**src/rtl/mem_arbiter_if.sv**
```systemverilog
// Bus bundle between the IFU/LSU masters, the arbiter and the shared SRAM-style slave.
// The arbiter uses the slave modport; the CPU-side masters and the memory use the master modport.
interface mem_arbiter_if #(
  parameter int AW = 32,
  parameter int DW = 32
);
  logic            m0_req_valid;
  logic            m0_req_ready;
  logic [AW-1:0]   m0_addr;
  logic            m0_resp_valid;
  logic            m0_resp_ready;
  logic [DW-1:0]   m0_rdata;
  logic            m0_err;

  logic            m1_req_valid;
  logic            m1_req_ready;
  logic [AW-1:0]   m1_addr;
  logic            m1_wen;
  logic [DW-1:0]   m1_wdata;
  logic [DW/8-1:0] m1_wmask;
  logic            m1_resp_valid;
  logic            m1_resp_ready;
  logic [DW-1:0]   m1_rdata;
  logic            m1_err;

  logic            s_req_valid;
  logic            s_req_ready;
  logic [AW-1:0]   s_addr;
  logic            s_wen;
  logic [DW-1:0]   s_wdata;
  logic [DW/8-1:0] s_wmask;
  logic            s_resp_valid;
  logic            s_resp_ready;
  logic [DW-1:0]   s_rdata;

  modport slave (
    input  m0_req_valid, m0_addr, m0_resp_ready,
    input  m1_req_valid, m1_addr, m1_wen, m1_wdata, m1_wmask, m1_resp_ready,
    input  s_req_ready, s_resp_valid, s_rdata,
    output m0_req_ready, m0_resp_valid, m0_rdata, m0_err,
    output m1_req_ready, m1_resp_valid, m1_rdata, m1_err,
    output s_req_valid, s_addr, s_wen, s_wdata, s_wmask, s_resp_ready
  );

  modport master (
    output m0_req_valid, m0_addr, m0_resp_ready,
    output m1_req_valid, m1_addr, m1_wen, m1_wdata, m1_wmask, m1_resp_ready,
    output s_req_ready, s_resp_valid, s_rdata,
    input  m0_req_ready, m0_resp_valid, m0_rdata, m0_err,
    input  m1_req_ready, m1_resp_valid, m1_rdata, m1_err,
    input  s_req_valid, s_addr, s_wen, s_wdata, s_wmask, s_resp_ready
  );
endinterface

```
**src/rtl/mem_arbiter.sv**
```systemverilog
// Two-master (IFU, LSU) to one-slave memory arbiter, fixed LSU priority,
// one outstanding transaction, with a response watchdog forcing an error reply.
module mem_arbiter #(
  parameter int AW      = 32,
  parameter int DW      = 32,
  parameter int TIMEOUT = 255
) (
  input logic         clk,
  input logic         rst,
  mem_arbiter_if.slave bus
);

  localparam int CW = $clog2(TIMEOUT + 1);
  localparam logic [CW-1:0] CNT_LAST = CW'(TIMEOUT - 1);

  typedef enum logic [1:0] {IDLE, GRANT, RESP, DONE} state_t;

  state_t          state, state_n;
  logic            owner;
  logic [CW-1:0]   cnt;
  logic [AW-1:0]   addr_q;
  logic            wen_q;
  logic [DW-1:0]   wdata_q;
  logic [DW/8-1:0] wmask_q;
  logic [DW-1:0]   rdata_q;
  logic            err_q;

  logic grant_m0, grant_m1, resp_ok, resp_to;

  always_ff @(posedge clk) begin
    if (rst) begin
      state   <= IDLE;
      owner   <= 1'b0;
      cnt     <= '0;
      addr_q  <= '0;
      wen_q   <= 1'b0;
      wdata_q <= '0;
      wmask_q <= '0;
      rdata_q <= '0;
      err_q   <= 1'b0;
    end else begin
      state <= state_n;
      if (grant_m1) begin
        owner   <= 1'b1;
        addr_q  <= bus.m1_addr;
        wen_q   <= bus.m1_wen;
        wdata_q <= bus.m1_wdata;
        wmask_q <= bus.m1_wmask;
      end else if (grant_m0) begin
        owner   <= 1'b0;
        addr_q  <= bus.m0_addr;
        wen_q   <= 1'b0;
        wdata_q <= '0;
        wmask_q <= '0;
      end
      // Counter only runs while staying in RESP, so it is zero on every RESP entry.
      if (state == RESP && state_n == RESP) cnt <= cnt + 1'b1;
      else                                  cnt <= '0;
      if (resp_ok) begin
        rdata_q <= bus.s_rdata;
        err_q   <= 1'b0;
      end else if (resp_to) begin
        rdata_q <= '0;
        err_q   <= 1'b1;
      end
    end
  end

  always_comb begin
    state_n  = state;
    grant_m0 = 1'b0;
    grant_m1 = 1'b0;
    resp_ok  = 1'b0;
    resp_to  = 1'b0;
    case (state)
      IDLE: begin
        if (bus.m1_req_valid) begin
          grant_m1 = 1'b1;
          state_n  = GRANT;
        end else if (bus.m0_req_valid) begin
          grant_m0 = 1'b1;
          state_n  = GRANT;
        end
      end
      GRANT: if (bus.s_req_ready) state_n = RESP;
      RESP: begin
        if (bus.s_resp_valid) begin
          resp_ok = 1'b1;
          state_n = DONE;
        end else if (cnt == CNT_LAST) begin
          resp_to = 1'b1;
          state_n = DONE;
        end
      end
      DONE: if (owner ? bus.m1_resp_ready : bus.m0_resp_ready) state_n = IDLE;
      default: state_n = IDLE;
    endcase
  end

  always_comb begin
    bus.m0_req_ready  = grant_m0;
    bus.m1_req_ready  = grant_m1;
    bus.m0_resp_valid = (state == DONE) && !owner;
    bus.m1_resp_valid = (state == DONE) && owner;
    bus.m0_rdata      = rdata_q;
    bus.m1_rdata      = rdata_q;
    bus.m0_err        = err_q;
    bus.m1_err        = err_q;
    bus.s_req_valid   = (state == GRANT);
    bus.s_addr        = addr_q;
    bus.s_wen         = wen_q;
    bus.s_wdata       = wdata_q;
    bus.s_wmask       = wmask_q;
    bus.s_resp_ready  = (state == RESP);
  end

endmodule

```
**src/flat_wrapper.sv**
```systemverilog
// flat-port wrapper written by rule: the top's interface ports become plain ports
module mem_arbiter_flat 
#(
  parameter int AW      = 32,
  parameter int DW      = 32,
  parameter int TIMEOUT = 255
)
  (clk, rst, bus_m0_req_valid, bus_m0_addr, bus_m0_resp_ready, bus_m1_req_valid, bus_m1_addr, bus_m1_wen, bus_m1_wdata, bus_m1_wmask, bus_m1_resp_ready, bus_s_req_ready, bus_s_resp_valid, bus_s_rdata, bus_m0_req_ready, bus_m0_resp_valid, bus_m0_rdata, bus_m0_err, bus_m1_req_ready, bus_m1_resp_valid, bus_m1_rdata, bus_m1_err, bus_s_req_valid, bus_s_addr, bus_s_wen, bus_s_wdata, bus_s_wmask, bus_s_resp_ready);
  mem_arbiter_if #(.AW(AW), .DW(DW)) bus_i ();
  input logic clk;
  input logic rst;
  input wire logic [$bits(bus_i.m0_req_valid)-1:0] bus_m0_req_valid;
  input wire logic [$bits(bus_i.m0_addr)-1:0] bus_m0_addr;
  input wire logic [$bits(bus_i.m0_resp_ready)-1:0] bus_m0_resp_ready;
  input wire logic [$bits(bus_i.m1_req_valid)-1:0] bus_m1_req_valid;
  input wire logic [$bits(bus_i.m1_addr)-1:0] bus_m1_addr;
  input wire logic [$bits(bus_i.m1_wen)-1:0] bus_m1_wen;
  input wire logic [$bits(bus_i.m1_wdata)-1:0] bus_m1_wdata;
  input wire logic [$bits(bus_i.m1_wmask)-1:0] bus_m1_wmask;
  input wire logic [$bits(bus_i.m1_resp_ready)-1:0] bus_m1_resp_ready;
  input wire logic [$bits(bus_i.s_req_ready)-1:0] bus_s_req_ready;
  input wire logic [$bits(bus_i.s_resp_valid)-1:0] bus_s_resp_valid;
  input wire logic [$bits(bus_i.s_rdata)-1:0] bus_s_rdata;
  output wire logic [$bits(bus_i.m0_req_ready)-1:0] bus_m0_req_ready;
  output wire logic [$bits(bus_i.m0_resp_valid)-1:0] bus_m0_resp_valid;
  output wire logic [$bits(bus_i.m0_rdata)-1:0] bus_m0_rdata;
  output wire logic [$bits(bus_i.m0_err)-1:0] bus_m0_err;
  output wire logic [$bits(bus_i.m1_req_ready)-1:0] bus_m1_req_ready;
  output wire logic [$bits(bus_i.m1_resp_valid)-1:0] bus_m1_resp_valid;
  output wire logic [$bits(bus_i.m1_rdata)-1:0] bus_m1_rdata;
  output wire logic [$bits(bus_i.m1_err)-1:0] bus_m1_err;
  output wire logic [$bits(bus_i.s_req_valid)-1:0] bus_s_req_valid;
  output wire logic [$bits(bus_i.s_addr)-1:0] bus_s_addr;
  output wire logic [$bits(bus_i.s_wen)-1:0] bus_s_wen;
  output wire logic [$bits(bus_i.s_wdata)-1:0] bus_s_wdata;
  output wire logic [$bits(bus_i.s_wmask)-1:0] bus_s_wmask;
  output wire logic [$bits(bus_i.s_resp_ready)-1:0] bus_s_resp_ready;
  assign bus_i.m0_req_valid = bus_m0_req_valid;
  assign bus_i.m0_addr = bus_m0_addr;
  assign bus_i.m0_resp_ready = bus_m0_resp_ready;
  assign bus_i.m1_req_valid = bus_m1_req_valid;
  assign bus_i.m1_addr = bus_m1_addr;
  assign bus_i.m1_wen = bus_m1_wen;
  assign bus_i.m1_wdata = bus_m1_wdata;
  assign bus_i.m1_wmask = bus_m1_wmask;
  assign bus_i.m1_resp_ready = bus_m1_resp_ready;
  assign bus_i.s_req_ready = bus_s_req_ready;
  assign bus_i.s_resp_valid = bus_s_resp_valid;
  assign bus_i.s_rdata = bus_s_rdata;
  assign bus_m0_req_ready = bus_i.m0_req_ready;
  assign bus_m0_resp_valid = bus_i.m0_resp_valid;
  assign bus_m0_rdata = bus_i.m0_rdata;
  assign bus_m0_err = bus_i.m0_err;
  assign bus_m1_req_ready = bus_i.m1_req_ready;
  assign bus_m1_resp_valid = bus_i.m1_resp_valid;
  assign bus_m1_rdata = bus_i.m1_rdata;
  assign bus_m1_err = bus_i.m1_err;
  assign bus_s_req_valid = bus_i.s_req_valid;
  assign bus_s_addr = bus_i.s_addr;
  assign bus_s_wen = bus_i.s_wen;
  assign bus_s_wdata = bus_i.s_wdata;
  assign bus_s_wmask = bus_i.s_wmask;
  assign bus_s_resp_ready = bus_i.s_resp_ready;
  mem_arbiter #(.AW(AW), .DW(DW), .TIMEOUT(TIMEOUT)) u_core (.clk(clk), .rst(rst), .bus(bus_i));
endmodule
```
**config.mk**
```make
export PLATFORM = sky130hd
export DESIGN_NAME = mem_arbiter_flat
export DESIGN_NICKNAME = d
export VERILOG_FILES = /design/src/rtl/mem_arbiter_if.sv /design/src/rtl/mem_arbiter.sv /design/src/flat_wrapper.sv
export SDC_FILE = /design/constraint.sdc
export NUM_CORES = 1
export LEC_CHECK = 0
export CORE_MARGIN = 1
export CORE_UTILIZATION = 30
export DETAILED_ROUTE_END_ITERATION = 10
export PLACE_DENSITY_LB_ADDON = 0.08
export SLEW_MARGIN = 20
export SYNTH_ARGS = -nofsm -noshare
export SYNTH_HDL_FRONTEND = slang
export SYNTH_SLANG_ARGS = --single-unit
```
**constraint.sdc**
```tcl
create_clock -name clk -period 1.6 [get_ports clk]
set_input_delay 0.32 -clock clk [delete_from_list [all_inputs] [get_ports clk]]
set_output_delay 0.32 -clock clk [all_outputs]
set_load 0.02 [all_outputs]
```
## After elaboration in Yosys (flattened, before gate mapping)

Index checks and enable logic that the tools add are counted.

| cells by class | value |
|---|---|
| multiplexer cells | 29 |
| add/subtract/negate cells | 1 |
| equal/unequal tests | 5 |
| bitwise gates (word level) | 1 |
| reductions and logical operators | 9 |

Operators with widths:

| cell | count |
|---|---|
| $mux 32 | 6 |
| $mux 1 | 14 |
| $mux 2 | 6 |
| $add 8x1->8 const B | 1 |
| $eq 8x8->1 const B | 1 |
| $mux 4 | 2 |
| $pmux 2 s4 | 1 |
| $eq 2x2->1 const B | 3 |
| $reduce_bool 2->1 | 2 |
| $reduce_or 2->1 | 2 |
| $logic_and 1x1->1 | 3 |
| $eq 2x1->1 const B | 1 |
| $logic_not 2->1 | 1 |
| $logic_not 1->1 | 1 |
| $not 1->1 | 1 |

| word-level totals | value |
|---|---|
| input bits | 141 |
| output and inout port bits | 141 |
| word-level logic and storage cells | 54 |
| register bits | 113 |

## Depth between registers and ports, before layout

Gate-level depths: netlist of the first run.

| depth | value |
|---|---|
| depth after elaboration | 8 |
| mapped depth | 9 |
| mapped depth without buffers | 6 |

## Worst setup path after synthesis of the first run

No wires, ideal clock.

| timing | value |
|---|---|
| path kind | register -> output |
| start point | reg u_core.state[0] |
| end point | out bus_m0_req_ready |
| buffers on the path | 2 |
| arrival time | 1.175 ns |
| stages on the path, launching flop included | 6 |
| data required time | 1.280 ns |
| setup slack | 0.105 ns |
| cell sequence | dfxtp_1 -> buf_6 -> nor2_2 -> nand2_1 -> buf_2 -> nor2_1 |

| between the ends | value |
|---|---|
| longest elaborated chain between the ends | 2 |

RTL lines:

| what | line | RTL |
|---|---|---|
| from (decl) | mem_arbiter.sv:18 | `state_t state, state_n;` |
| from (signal assigned) | mem_arbiter.sv:42 | `state <= state_n;` |
| $logic_not 2->1 | mem_arbiter.sv:75 | `case (state)` |
| $mux 1 | mem_arbiter.sv:75 |  |
| to (decl) | flat_wrapper.sv:24 | `output wire logic [$bits(bus_i.m0_req_ready)-1:0] bus_m0_req_ready;` |

No other way between the ends.

## Worst setup path after layout of the first run

| timing | value |
|---|---|
| start point | reg u_core.state[1] |
| end point | out bus_m1_req_ready |

| between the ends | value |
|---|---|
| longest elaborated chain between the ends | 2 |

RTL lines:

| what | line | RTL |
|---|---|---|
| $logic_not 2->1 | mem_arbiter.sv:75 |  |
| $mux 1 | mem_arbiter.sv:75 |  |
| to (decl) | flat_wrapper.sv:28 | `output wire logic [$bits(bus_i.m1_req_ready)-1:0] bus_m1_req_ready;` |

No other way between the ends.

==> results of run 1 <==
==> worst max-delay path: cells and delay by family (launching register included) <==
family / cells / cell delay [ns]
buffers and inverters: 3 / 0.24
DFF: 1 / 0.33
and+or+nand+nor: 2 / 0.25
==> power breakdown <==
group	leakage, nW	switching [mW]	internal (mW)
clock network	0.305	1.28	2.66
registers	0.925	0.107	3.01
logic	2.34	0.859	0.798
total	3.57	2.24	6.47
==> worst max path at each step <==
| stage | depth (start not counted) | to | slack (ns) |
|---|---|---|---|
| 3_5_place_dp | 4 | bus_m0_req_ready | -0.31 |
| 6_report | 5 | bus_m1_req_ready | 0.04 |
| 4_1_cts | 5 | bus_m1_req_ready | 0.006 |
| 5_1_grt | 4 | bus_m0_req_ready | -0.02 |
| 3_3_place_gp | 4 | bus_m0_req_ready | -0.30 |
| 2_1_floorplan | 5 | bus_m0_req_ready | 0.10 |
==> area by class of cell <==
class | count | area share [%]
well taps | 184 | 2.95
clock inverters | 11 | 2.07
multi-input cells | 287 | 22.6
repair buffers | 307 | 37.3
flip-flops and latches | 113 | 29.1
inverters | 3 | 0.177
clock buffers | 20 | 5.86
==> cell usage in the layout, fill, tap and decap left out, drive strengths merged, types with 3 or more instances in the layout <==
master and n:
a21oi 4, a22o 32, a22oi 38, a311oi 31, buf 33, bufinv 4
clkbuf 20, clkdlybuf4s50 138, clkinv 6, dfxtp 113, dlygate4sd2 135, inv 3
nand2 71, nand3 4, nor2 86, xnor2 3, xor2 3
==> through the flow <==
step | instances | TNS, ns
detailed placement | 892 | -18.72
global route | 925 | -0.0274
finish | 925 | 0
global placement | 892 | -14.57
floorplan | 474 | 0
CTS | 924 | 0
==> cells in the mapped netlist (all sizes together), types with 4 or more instances <==
master  count
a22oi      38
a311oi     31
dfxtp     113
nor2       86
a22o       32
nand3       4
nand2      71
clkbuf     10
a21oi       4
buf        61
==> cells by family after synthesis <==
logic type	count (synthesis)	share of synthesized area [%]
adders and majority gates	2	0.557
muxes	2	0.473
AOI/OAI and AO/OA	109	20.6
and+or+nand+nor	168	15.8
DFF	113	50.3
buffers and inverters	74	11.0
xor gates and xnor gates	6	1.17
==> timing repair <==
| item | in CTS | in global routing |
|---|---|---|
| endpoints found under the setup margin | 141 | 5 |
| pin swaps | 1 | 3 |
| gates resized for setup | 166 | 9 |
| setup buffers | 1 | 1 |
==> registers in the layout, summed over array words and instances (netlist names) <==
name / flops
u_core.cnt: 8
u_core.bus.s_wen: 1
u_core.state: 2
u_core.bus.s_wmask: 4
u_core.bus.s_wdata: 32
u_core.bus.m0_rdata: 32
u_core.owner: 1
u_core.bus.m0_err: 1
u_core.bus.s_addr: 32
==> routing by layer <==
metal	part of all wire [%]	global-route usage, %	vias up
met4	1.5	6.17	0
met1	42	21.1	2053
li1	-	-	2138
met2	48	32.2	195
met3	8.1	7.52	15
met5	0	0	-
==> flow_metrics.env, run 1 <==
export IMPL_outcome="complete, no violations"
export IMPL_rr_startpoint="u_core.cnt[0]"
export IMPL_rows=44
export IMPL_ir_drop_v=0.000718
export IMPL_pwr_density_cell_nw_per_um2=1120
export IMPL_grt_util_all_layers_pct=18.8
export IMPL_wl_mm=14.5
export IMPL_core_area_um2=14600
export IMPL_yosysSeqAreaShare_pct=50.3
export IMPL_hp_class="input port to flip-flop"
export IMPL_grt_ovfl_total=0
export IMPL_cts_sinks=113
export IMPL_grt_max_degree=63
export IMPL_synth_fp_nets=617
export IMPL_regArea_um2=2260
export IMPL_tightestPinTransition_ns=0.594
export IMPL_ios=282
export IMPL_cp_arrival_ns=1.24
export IMPL_route_vias_total=4401
export IMPL_ff2ff_path_depth=8
export IMPL_synth_flop_cell="dfxtp_1"
export IMPL_synth_edf_count=0
export IMPL_wl_per_cell_um=15.7
export IMPL_ys_warn_count=0
export IMPL_dr_pass1_iters=6
export IMPL_fill_cells=1366
export IMPL_clk_pin_slew_ns=0.05
export IMPL_critPathKind="flip-flop to primary output"
export IMPL_avgSynthCellArea_um2=9.48
export IMPL_final_cell_area_um2=7790
export IMPL_startpoint_type="flip-flop"
export IMPL_rsz0062_at_grt="yes"
export IMPL_synth_largest_area_cell="dfxtp_1"
export IMPL_setup_slack_ns=0.0420
export IMPL_power_leakage_nw=3.57
export IMPL_drcViolationCount=0
export IMPL_r2r_slack_ns=0.09
export IMPL_timing_hold_ws_ns=0.167
export IMPL_area_delta_synth_final_pct=73.4
export IMPL_layout_min_cycle_time_ns=1.56
export IMPL_placed_area_um2=7290
export IMPL_clock_path_buffers=2
export IMPL_slowest_stage="dfxtp_2"
export IMPL_synthesis_area_um2=4490
export IMPL_worstPathCellList="nor2_4 -> nand2_4 -> inv_4 -> buf_6 -> buf_6"
export IMPL_cap_violations=0
export IMPL_grt_pass1_wl_mm=23.2
export IMPL_grt_pass1_vias=4359
export IMPL_worst_path_max_fanout=2
export IMPL_nets=872
export IMPL_die_area_um2=15500
export IMPL_drt_iter0_drc=181
export IMPL_crit_required_ns=1.28
export IMPL_port_buffers=281
export IMPL_cp_end_kind="primary output"
export IMPL_cp_slowest_stage_delay_ns=0.33
export IMPL_fp_dieH_um=124
export IMPL_n_antenna_cell=0
export IMPL_clock_root_buffer="clkbuf_16"
export IMPL_start_util_pct=30.8
export IMPL_viasPerCell=4.76
export IMPL_netlist_instances=474
export IMPL_h_tree_depth=4
export IMPL_maxSlewViolCount=0
export IMPL_final_hold_violation_count=0
export IMPL_r2r_end="u_core.bus.m0_rdata[30]"
export IMPL_worstHoldStart="rst"
export IMPL_skew_ns=0.00580
export IMPL_die_width_um=124
export IMPL_min_to="u_core.bus.m0_err"
export IMPL_final_util_pct=53.4
export IMPL_ant_nets=0
export IMPL_total_power_mw=8.71
export IMPL_clock_latency_ns=0.41
export IMPL_hpwl_mm=10.3
export IMPL_yosys_register_bits=113
export IMPL_min_period_over_period_pct=97.4
export IMPL_synth_async_sr_flop_share_pct=0
export IMPL_place_gp_congestion=0.758
export IMPL_holdPathStages=2
export IMPL_cp_startpoint="u_core.state[1]"
export IMPL_drive_gt1_share_pct=12.6
export IMPL_setup_viol=0
export IMPL_yosys_top_cells_area="dfxtp_1 50%, nor2_1 6.3%, a22o_1 6.2%"
export IMPL_cts_hold_fix_buffers=0
export IMPL_numCtsBuffers=17
export IMPL_relSlewSlack_pct=60.4
export IMPL_place_ws_ns=-0.306
export IMPL_path_common_cell="buf_6"
export IMPL_timing_fmax_mhz=642
export IMPL_yosysUniqueCellTypes=33
export IMPL_synth_top_cell_area_share_pct=50.3
export IMPL_antenna_found_initial=0
export IMPL_cts_tree="done"
export IMPL_multi_input_area_um2=1760
(Power assumes the default switching activity.)
==> run 2, diff against run 1 <==
Settings changed: CTS_CLUSTER_SIZE set to 14.
==> results of run 2 <==
No change in the layout: final DEF, timing and power equal those of run 1.
